`src/rtl/controle_multiciclo_pkg.sv`:
```
// Shared types and encodings for the multi-cycle RV32 subset main controller.
package controle_multiciclo_pkg;

  typedef enum logic [3:0] {
    ST_FETCH,
    ST_DECODE,
    ST_EXEC_R,
    ST_EXEC_I,
    ST_MEM_ADDR,
    ST_MEM_RD,
    ST_MEM_WR,
    ST_WB_ALU,
    ST_WB_MEM,
    ST_BRANCH,
    ST_TRAP
  } estado_t;

  // Major opcodes of the supported subset
  localparam logic [6:0] OPC_R      = 7'b0110011;
  localparam logic [6:0] OPC_I      = 7'b0010011;
  localparam logic [6:0] OPC_LOAD   = 7'b0000011;
  localparam logic [6:0] OPC_STORE  = 7'b0100011;
  localparam logic [6:0] OPC_BRANCH = 7'b1100011;

  // ALU-op handed to the ALU-control decoder
  localparam logic [1:0] ALUOP_ADD   = 2'b00;
  localparam logic [1:0] ALUOP_SUB   = 2'b01;
  localparam logic [1:0] ALUOP_FUNCT = 2'b10;

  // ALU operand A select
  localparam logic [1:0] ASRC_PC    = 2'b00;
  localparam logic [1:0] ASRC_RS1   = 2'b01;
  localparam logic [1:0] ASRC_OLDPC = 2'b10;

  // ALU operand B select
  localparam logic [1:0] BSRC_RS2  = 2'b00;
  localparam logic [1:0] BSRC_FOUR = 2'b01;
  localparam logic [1:0] BSRC_IMM  = 2'b10;

  // Single-bit mux selects
  localparam logic PCSRC_ALU    = 1'b0;
  localparam logic PCSRC_ALUOUT = 1'b1;
  localparam logic IORD_PC      = 1'b0;
  localparam logic IORD_ALUOUT  = 1'b1;
  localparam logic MTR_ALUOUT   = 1'b0;
  localparam logic MTR_MDR      = 1'b1;

  // Every datapath strobe/select the controller drives, except the sticky illegal flag
  typedef struct packed {
    logic       pc_write;
    logic       pc_write_cond;
    logic       pc_source;
    logic       ir_write;
    logic       old_pc_write;
    logic       mem_read;
    logic       mem_write;
    logic       i_or_d;
    logic [1:0] alu_src_a;
    logic [1:0] alu_src_b;
    logic [1:0] alu_op;
    logic       reg_write;
    logic       mem_to_reg;
    logic       instr_done;
  } saidas_t;

endpackage

```
`src/rtl/controle_multiciclo_if.sv`:
```
// Controller <-> datapath bundle: instruction/status inputs and all control strobes.
interface controle_multiciclo_if #(
  parameter int OPC_W = 7
);
  logic [OPC_W-1:0] opcode;
  logic             zero;
  logic             mem_ready;
  logic             pc_write;
  logic             pc_write_cond;
  logic             pc_source;
  logic             ir_write;
  logic             old_pc_write;
  logic             mem_read;
  logic             mem_write;
  logic             i_or_d;
  logic [1:0]       alu_src_a;
  logic [1:0]       alu_src_b;
  logic [1:0]       alu_op;
  logic             reg_write;
  logic             mem_to_reg;
  logic             instr_done;
  logic             illegal;

  modport master (
    input  opcode, zero, mem_ready,
    output pc_write, pc_write_cond, pc_source, ir_write, old_pc_write,
           mem_read, mem_write, i_or_d, alu_src_a, alu_src_b, alu_op,
           reg_write, mem_to_reg, instr_done, illegal
  );

  modport slave (
    output opcode, zero, mem_ready,
    input  pc_write, pc_write_cond, pc_source, ir_write, old_pc_write,
           mem_read, mem_write, i_or_d, alu_src_a, alu_src_b, alu_op,
           reg_write, mem_to_reg, instr_done, illegal
  );
endinterface

```
`src/rtl/controle_multiciclo_decodificador.sv`:
```
// Opcode classifier shared by the DECODE and MEM_ADDR transitions.
module controle_multiciclo_decodificador
  import controle_multiciclo_pkg::*;
#(
  parameter int OPC_W = 7
) (
  input  logic [OPC_W-1:0] opcode,
  output logic             is_r,
  output logic             is_i,
  output logic             is_load,
  output logic             is_store,
  output logic             is_branch,
  output logic             is_illegal
);

  // Pure compare against the supported major opcodes
  always_comb begin
    is_r       = (opcode == OPC_W'(OPC_R));
    is_i       = (opcode == OPC_W'(OPC_I));
    is_load    = (opcode == OPC_W'(OPC_LOAD));
    is_store   = (opcode == OPC_W'(OPC_STORE));
    is_branch  = (opcode == OPC_W'(OPC_BRANCH));
    is_illegal = !(is_r || is_i || is_load || is_store || is_branch);
  end

endmodule

```
`src/rtl/controle_multiciclo.sv`:
```
// Moore main controller for the multi-cycle RV32 subset datapath
// (add/sub/xor/srl, addi, lw, sw, beq) with memory-ready stalls.
module controle_multiciclo
  import controle_multiciclo_pkg::*;
#(
  parameter int OPC_W       = 7,
  parameter bit TRAP_STICKY = 1'b1
) (
  input logic                  clk,
  input logic                  reset,
  controle_multiciclo_if.master bus
);

  estado_t estado, prox;
  saidas_t s;
  logic    ilegal_r;
  logic    is_r, is_i, is_load, is_store, is_branch, is_illegal;
  logic    unused_zero;

  // The zero flag qualifies pc_write_cond inside the datapath, not here
  assign unused_zero = bus.zero;

  controle_multiciclo_decodificador #(.OPC_W(OPC_W)) u_dec (
    .opcode    (bus.opcode),
    .is_r      (is_r),
    .is_i      (is_i),
    .is_load   (is_load),
    .is_store  (is_store),
    .is_branch (is_branch),
    .is_illegal(is_illegal)
  );

  // State register and sticky illegal flag (set on any entry into TRAP)
  always_ff @(posedge clk) begin
    if (reset) begin
      estado   <= ST_FETCH;
      ilegal_r <= 1'b0;
    end else begin
      estado <= prox;
      if (prox == ST_TRAP) ilegal_r <= 1'b1;
    end
  end

  // Next-state and per-state output decode; reset blanks every strobe
  always_comb begin
    prox = estado;
    s    = '0;
    unique case (estado)
      ST_FETCH: begin
        s.mem_read  = 1'b1;
        s.i_or_d    = IORD_PC;
        s.alu_src_a = ASRC_PC;
        s.alu_src_b = BSRC_FOUR;
        s.alu_op    = ALUOP_ADD;
        if (bus.mem_ready) begin
          s.ir_write     = 1'b1;
          s.pc_write     = 1'b1;
          s.old_pc_write = 1'b1;
          s.pc_source    = PCSRC_ALU;
          prox           = ST_DECODE;
        end
      end
      ST_DECODE: begin
        // Branch target old_pc + imm parked in ALUOut for a possible BRANCH
        s.alu_src_a = ASRC_OLDPC;
        s.alu_src_b = BSRC_IMM;
        s.alu_op    = ALUOP_ADD;
        if (is_illegal)     prox = ST_TRAP;
        else if (is_r)      prox = ST_EXEC_R;
        else if (is_i)      prox = ST_EXEC_I;
        else if (is_branch) prox = ST_BRANCH;
        else                prox = ST_MEM_ADDR;
      end
      ST_EXEC_R: begin
        s.alu_src_a = ASRC_RS1;
        s.alu_src_b = BSRC_RS2;
        s.alu_op    = ALUOP_FUNCT;
        prox        = ST_WB_ALU;
      end
      ST_EXEC_I: begin
        s.alu_src_a = ASRC_RS1;
        s.alu_src_b = BSRC_IMM;
        s.alu_op    = ALUOP_ADD;
        prox        = ST_WB_ALU;
      end
      ST_WB_ALU: begin
        s.reg_write  = 1'b1;
        s.mem_to_reg = MTR_ALUOUT;
        s.instr_done = 1'b1;
        prox         = ST_FETCH;
      end
      ST_MEM_ADDR: begin
        s.alu_src_a = ASRC_RS1;
        s.alu_src_b = BSRC_IMM;
        s.alu_op    = ALUOP_ADD;
        if (is_load)       prox = ST_MEM_RD;
        else if (is_store) prox = ST_MEM_WR;
        else               prox = ST_TRAP;
      end
      ST_MEM_RD: begin
        s.mem_read = 1'b1;
        s.i_or_d   = IORD_ALUOUT;
        if (bus.mem_ready) prox = ST_WB_MEM;
      end
      ST_WB_MEM: begin
        s.reg_write  = 1'b1;
        s.mem_to_reg = MTR_MDR;
        s.instr_done = 1'b1;
        prox         = ST_FETCH;
      end
      ST_MEM_WR: begin
        s.mem_write = 1'b1;
        s.i_or_d    = IORD_ALUOUT;
        if (bus.mem_ready) begin
          s.instr_done = 1'b1;
          prox         = ST_FETCH;
        end
      end
      ST_BRANCH: begin
        // Every branch compares as beq; funct3 is not looked at
        s.alu_src_a     = ASRC_RS1;
        s.alu_src_b     = BSRC_RS2;
        s.alu_op        = ALUOP_SUB;
        s.pc_write_cond = 1'b1;
        s.pc_source     = PCSRC_ALUOUT;
        s.instr_done    = 1'b1;
        prox            = ST_FETCH;
      end
      ST_TRAP: begin
        if (!TRAP_STICKY) begin
          s.instr_done = 1'b1;
          prox         = ST_FETCH;
        end
      end
      default: prox = ST_FETCH;
    endcase
    if (reset) s = '0;
  end

  assign bus.pc_write      = s.pc_write;
  assign bus.pc_write_cond = s.pc_write_cond;
  assign bus.pc_source     = s.pc_source;
  assign bus.ir_write      = s.ir_write;
  assign bus.old_pc_write  = s.old_pc_write;
  assign bus.mem_read      = s.mem_read;
  assign bus.mem_write     = s.mem_write;
  assign bus.i_or_d        = s.i_or_d;
  assign bus.alu_src_a     = s.alu_src_a;
  assign bus.alu_src_b     = s.alu_src_b;
  assign bus.alu_op        = s.alu_op;
  assign bus.reg_write     = s.reg_write;
  assign bus.mem_to_reg    = s.mem_to_reg;
  assign bus.instr_done    = s.instr_done;
  assign bus.illegal       = ilegal_r;

endmodule

```
`src/flat_wrapper.sv`:
```
// flat-port wrapper written by rule: the top's interface ports become plain ports
module controle_multiciclo_flat import controle_multiciclo_pkg::*;
#(
  parameter int OPC_W       = 7,
  parameter bit TRAP_STICKY = 1'b1
)
  (clk, reset, bus_opcode, bus_zero, bus_mem_ready, bus_pc_write, bus_pc_write_cond, bus_pc_source, bus_ir_write, bus_old_pc_write, bus_mem_read, bus_mem_write, bus_i_or_d, bus_alu_src_a, bus_alu_src_b, bus_alu_op, bus_reg_write, bus_mem_to_reg, bus_instr_done, bus_illegal);
  controle_multiciclo_if #(.OPC_W(OPC_W)) bus_i ();
  input logic clk;
  input logic reset;
  input wire logic [$bits(bus_i.opcode)-1:0] bus_opcode;
  input wire logic [$bits(bus_i.zero)-1:0] bus_zero;
  input wire logic [$bits(bus_i.mem_ready)-1:0] bus_mem_ready;
  output wire logic [$bits(bus_i.pc_write)-1:0] bus_pc_write;
  output wire logic [$bits(bus_i.pc_write_cond)-1:0] bus_pc_write_cond;
  output wire logic [$bits(bus_i.pc_source)-1:0] bus_pc_source;
  output wire logic [$bits(bus_i.ir_write)-1:0] bus_ir_write;
  output wire logic [$bits(bus_i.old_pc_write)-1:0] bus_old_pc_write;
  output wire logic [$bits(bus_i.mem_read)-1:0] bus_mem_read;
  output wire logic [$bits(bus_i.mem_write)-1:0] bus_mem_write;
  output wire logic [$bits(bus_i.i_or_d)-1:0] bus_i_or_d;
  output wire logic [$bits(bus_i.alu_src_a)-1:0] bus_alu_src_a;
  output wire logic [$bits(bus_i.alu_src_b)-1:0] bus_alu_src_b;
  output wire logic [$bits(bus_i.alu_op)-1:0] bus_alu_op;
  output wire logic [$bits(bus_i.reg_write)-1:0] bus_reg_write;
  output wire logic [$bits(bus_i.mem_to_reg)-1:0] bus_mem_to_reg;
  output wire logic [$bits(bus_i.instr_done)-1:0] bus_instr_done;
  output wire logic [$bits(bus_i.illegal)-1:0] bus_illegal;
  assign bus_i.opcode = bus_opcode;
  assign bus_i.zero = bus_zero;
  assign bus_i.mem_ready = bus_mem_ready;
  assign bus_pc_write = bus_i.pc_write;
  assign bus_pc_write_cond = bus_i.pc_write_cond;
  assign bus_pc_source = bus_i.pc_source;
  assign bus_ir_write = bus_i.ir_write;
  assign bus_old_pc_write = bus_i.old_pc_write;
  assign bus_mem_read = bus_i.mem_read;
  assign bus_mem_write = bus_i.mem_write;
  assign bus_i_or_d = bus_i.i_or_d;
  assign bus_alu_src_a = bus_i.alu_src_a;
  assign bus_alu_src_b = bus_i.alu_src_b;
  assign bus_alu_op = bus_i.alu_op;
  assign bus_reg_write = bus_i.reg_write;
  assign bus_mem_to_reg = bus_i.mem_to_reg;
  assign bus_instr_done = bus_i.instr_done;
  assign bus_illegal = bus_i.illegal;
  controle_multiciclo #(.OPC_W(OPC_W), .TRAP_STICKY(TRAP_STICKY)) u_core (.clk(clk), .reset(reset), .bus(bus_i));
endmodule
```
`config.mk`:
```
export PLATFORM = sky130hd
export DESIGN_NAME = controle_multiciclo_flat
export DESIGN_NICKNAME = d
export VERILOG_FILES = /design/src/rtl/controle_multiciclo_pkg.sv /design/src/rtl/controle_multiciclo_if.sv /design/src/rtl/controle_multiciclo_decodificador.sv /design/src/rtl/controle_multiciclo.sv /design/src/flat_wrapper.sv
export SDC_FILE = /design/constraint.sdc
export NUM_CORES = 1
export LEC_CHECK = 0
export BUFFER_PORTS_ARGS = -buffer_cell sky130_fd_sc_hd__buf_4
export CORE_UTILIZATION = 45
export CTS_CLUSTER_SIZE = 24
export DETAILED_ROUTE_END_ITERATION = 10
export HOLD_SLACK_MARGIN = 0.02
export PLACE_DENSITY = 0.76
export SLEW_MARGIN = 10
export SYNTH_ARGS = -nofsm -noshare
export SYNTH_HDL_FRONTEND = slang
export SYNTH_SLANG_ARGS = --single-unit
```
`constraint.sdc`:
```
create_clock -name clk -period 1.9 [get_ports clk]
set_clock_uncertainty 0.05 [all_clocks]
set_input_delay 0.285 -clock clk [delete_from_list [all_inputs] [get_ports clk]]
set_output_delay 0.285 -clock clk [all_outputs]
set_load 0.03 [all_outputs]
```
==> out/metrics.yaml <==
outcome: "finished, final reports clean"
leakagePower_nw: 0.390
io_pins: 29
ys_top_cells_by_area: "sky130_fd_sc_hd__dfxtp_1, sky130_fd_sc_hd__nor3_1, sky130_fd_sc_hd__nand2b_1"
final.setup.tns_ns: 0
fin_cells: 125
grt_setup_unrepaired: "true"
grt_pass1_wl_um: 2640
detail_route.wl_per_cell_um: 13.7
yosys_warnings: 0
max-slew-margin-rel: 0.714
cts_root_buffer: "sky130_fd_sc_hd__clkbuf_4"
max_clock_freq_mhz: 539
critical_path_arrival_ns: 1.52
finalCritPeriodShare: 0.977
max-vdd-ir-drop_mv: 1.08
totalWireLength_um: 1720
cts_sinks: 5
dominantRegCellSynth: "sky130_fd_sc_hd__dfxtp_1"
layout.filler_cells: 88
floorplan.rows: 12
final_layout_size_suffix_gt1_frac: 0.477
tritoncts: "yes"
synth_fp_nets: 95
ctsHtreeMaxLevel: 1
post-dp-hpwl_um: 1260
cts.reportedPaths.clkPinSlew_ns: 0.04
die-width_um: 39.0
critical_path.max_fanout: 13
postCtsSetupRepairBufs: 0
num_antenna_cells: 0
critPathKind: "reg -> out"
slowest_delay_ns: 0.40
ys_seq_elements: 5
grt_overflow_total: 0
final-hold-violation-count: 0
floorplan.initialDensity: 0.519
layout_common_cells: "sky130_fd_sc_hd__buf_4, sky130_fd_sc_hd__nor2_1, sky130_fd_sc_hd__a21oi_1, sky130_fd_sc_hd__buf_6"
synth_sequential_area_ratio: 0.163
mostFrequentLayoutCell: "sky130_fd_sc_hd__buf_4"
mean_instance_size_in_the_synthesized_netlist_um2: 7.33
multi_input_comb_area_um2: 495
timing.final.max_slew_violations: 0
clock_latency_ns: 0.23
port_buffers: 27
power-per-cell-area_mw_per_mm2: 1520
grt_max_degree: 16
synth.lib_cells_used.distinct: 38
dp_cells: 122
growth_of_design_area_from_synthesis_to_finish_pct: 51.6
synth_top_cell_area_share: 0.163
cp.required_ns: 1.56
drt-vias-per-instance: 5.99
max_slew.worst_pin.slew_ns: 0.426
core_area_mm2: 0.00119
cts-hold-fix-buffers: 0
critPathTopFamily: "simple AND/OR/NAND/NOR gates"
ff_latch_area_um2: 105
die_h_um: 39.0
synthCells: 84
finalWorstPathRequiredPeriod_ns: 1.86
design.die.area_mm2: 0.00152
timing.final.setup_violations: 0
hold_path_class: "in -> reg"
drtAntennaViolNets: 0
routed-via-count: 749
tritoncts.num_buffers: 3
synth_async_sr_flop_share: 0
clock_path_buffers: 2
worst-path-buf-inv: 2
postLayoutCellArea_um2: 933
pre_cts_ws_ns: 0.0926
cp_cell_sequence: "buf_4, or3_4, a21oi_2, a211o_1, buf_6"
critPathLaunchType: "flip-flop"
post-synth-top-area-cell: "sky130_fd_sc_hd__dfxtp_1"
ff2ff_setup_slack_ns: 0.17
critical_path.slowest_cell: "sky130_fd_sc_hd__or3_4"
gp_congestion: 0.876
drt_pass1_iterations: 4
antenna_found_initial: 0
drc: 0
globalRouteTotalUtil: 0.257
drt_iter0_markers: 24
synth_edf_count: 0
final_critical_path_setup_slack_ns: 0.0444
detailed_place.area_um2: 876
syn_area_um2: 616
cp-end-kind: "primary output"
first_global_vias: 593
timing.max_cap.violations: 0
layout.nets: 123
[sequential cells by signal, summed over array words and instances (netlist names)]
name,cells
u_core.bus.illegal,1
u_core.estado,4
[area by class of cell]
class	instances	area share
flip-flops and latches	5	0.113
repair buffers	34	0.294
clock buffers	4	0.0282
well taps	14	0.0188
multi-input cells	64	0.531
inverters	4	0.0161
[per-layer routing]
metal | routed length (um) | up-vias | GRT usage | part of all wire
met4 | 40 | 0 | 0.129 | 0.023
met2 | 879 | 38 | 0.371 | 0.51
li1 | - | 366 | - | -
met3 | 126 | 4 | 0.0347 | 0.073
met5 | 0 | - | 0 | 0
met1 | 668 | 341 | 0.364 | 0.39
[metrics by stage]
step | hold WS, ns | power, W | util
after floorplan | 0.457 | 0.000958 | -
after global placement | 0.409 | 0.00123 | 0.738
after detailed placement | 0.414 | 0.00125 | 0.738
after CTS | 0.324 | 0.00138 | 0.764
after global routing | 0.335 | 0.00152 | 0.787
final | 0.334 | 0.00141 | 0.787
[Yosys cell counts (all sizes together), types with 2 or more instances]
cell type  instances
nor2b              3
nand2b             6
buf                9
dfxtp              5
inv                3
or3                2
nor3               8
nand4b             2
nor4               5
nor2               7
clkbuf             2
a21oi              6
a211oi             2
[repair_timing]
action	in CTS	in global routing
gates resized for setup	2	10
pin swaps	0	3
setup endpoints to repair	6	6
[final timing paths]
check,end,startpoint,cells past startpoint
setup / recovery,bus_instr_done,u_core.estado[1],5
setup reg to reg,u_core.bus.illegal,u_core.estado[0],5
hold / removal,u_core.estado[3],reset,2
hold reg to reg,u_core.bus.illegal,u_core.bus.illegal,2
[worst reg2reg max path, stage by stage, from the launching register on]
cell                        delay [ns]
sky130_fd_sc_hd__dfxtp_4          0.38
sky130_fd_sc_hd__or4b_1           0.55
sky130_fd_sc_hd__a2111oi_2        0.36
sky130_fd_sc_hd__a211oi_1         0.13
sky130_fd_sc_hd__clkinv_1         0.08
sky130_fd_sc_hd__o32ai_2          0.06
[kinds of logic after synthesis]
| group | count (synthesis) | share of synthesized area |
|---|---|---|
| AO/OA/AOI/OAI | 22 | 0.287 |
| XOR/XNOR | 1 | 0.0142 |
| buffers and inverters | 15 | 0.126 |
| flip-flops | 5 | 0.163 |
| multiplexers | 1 | 0.0163 |
| AND/OR/NAND/NOR | 40 | 0.394 |
[power by group]
part	switching [W]	internal, W
Clock	0.0000360	0.0000789
Sequential	0.0000562	0.000157
Combinational	0.000624	0.000463
No activity file was read; power rests on OpenSTA's default activity.
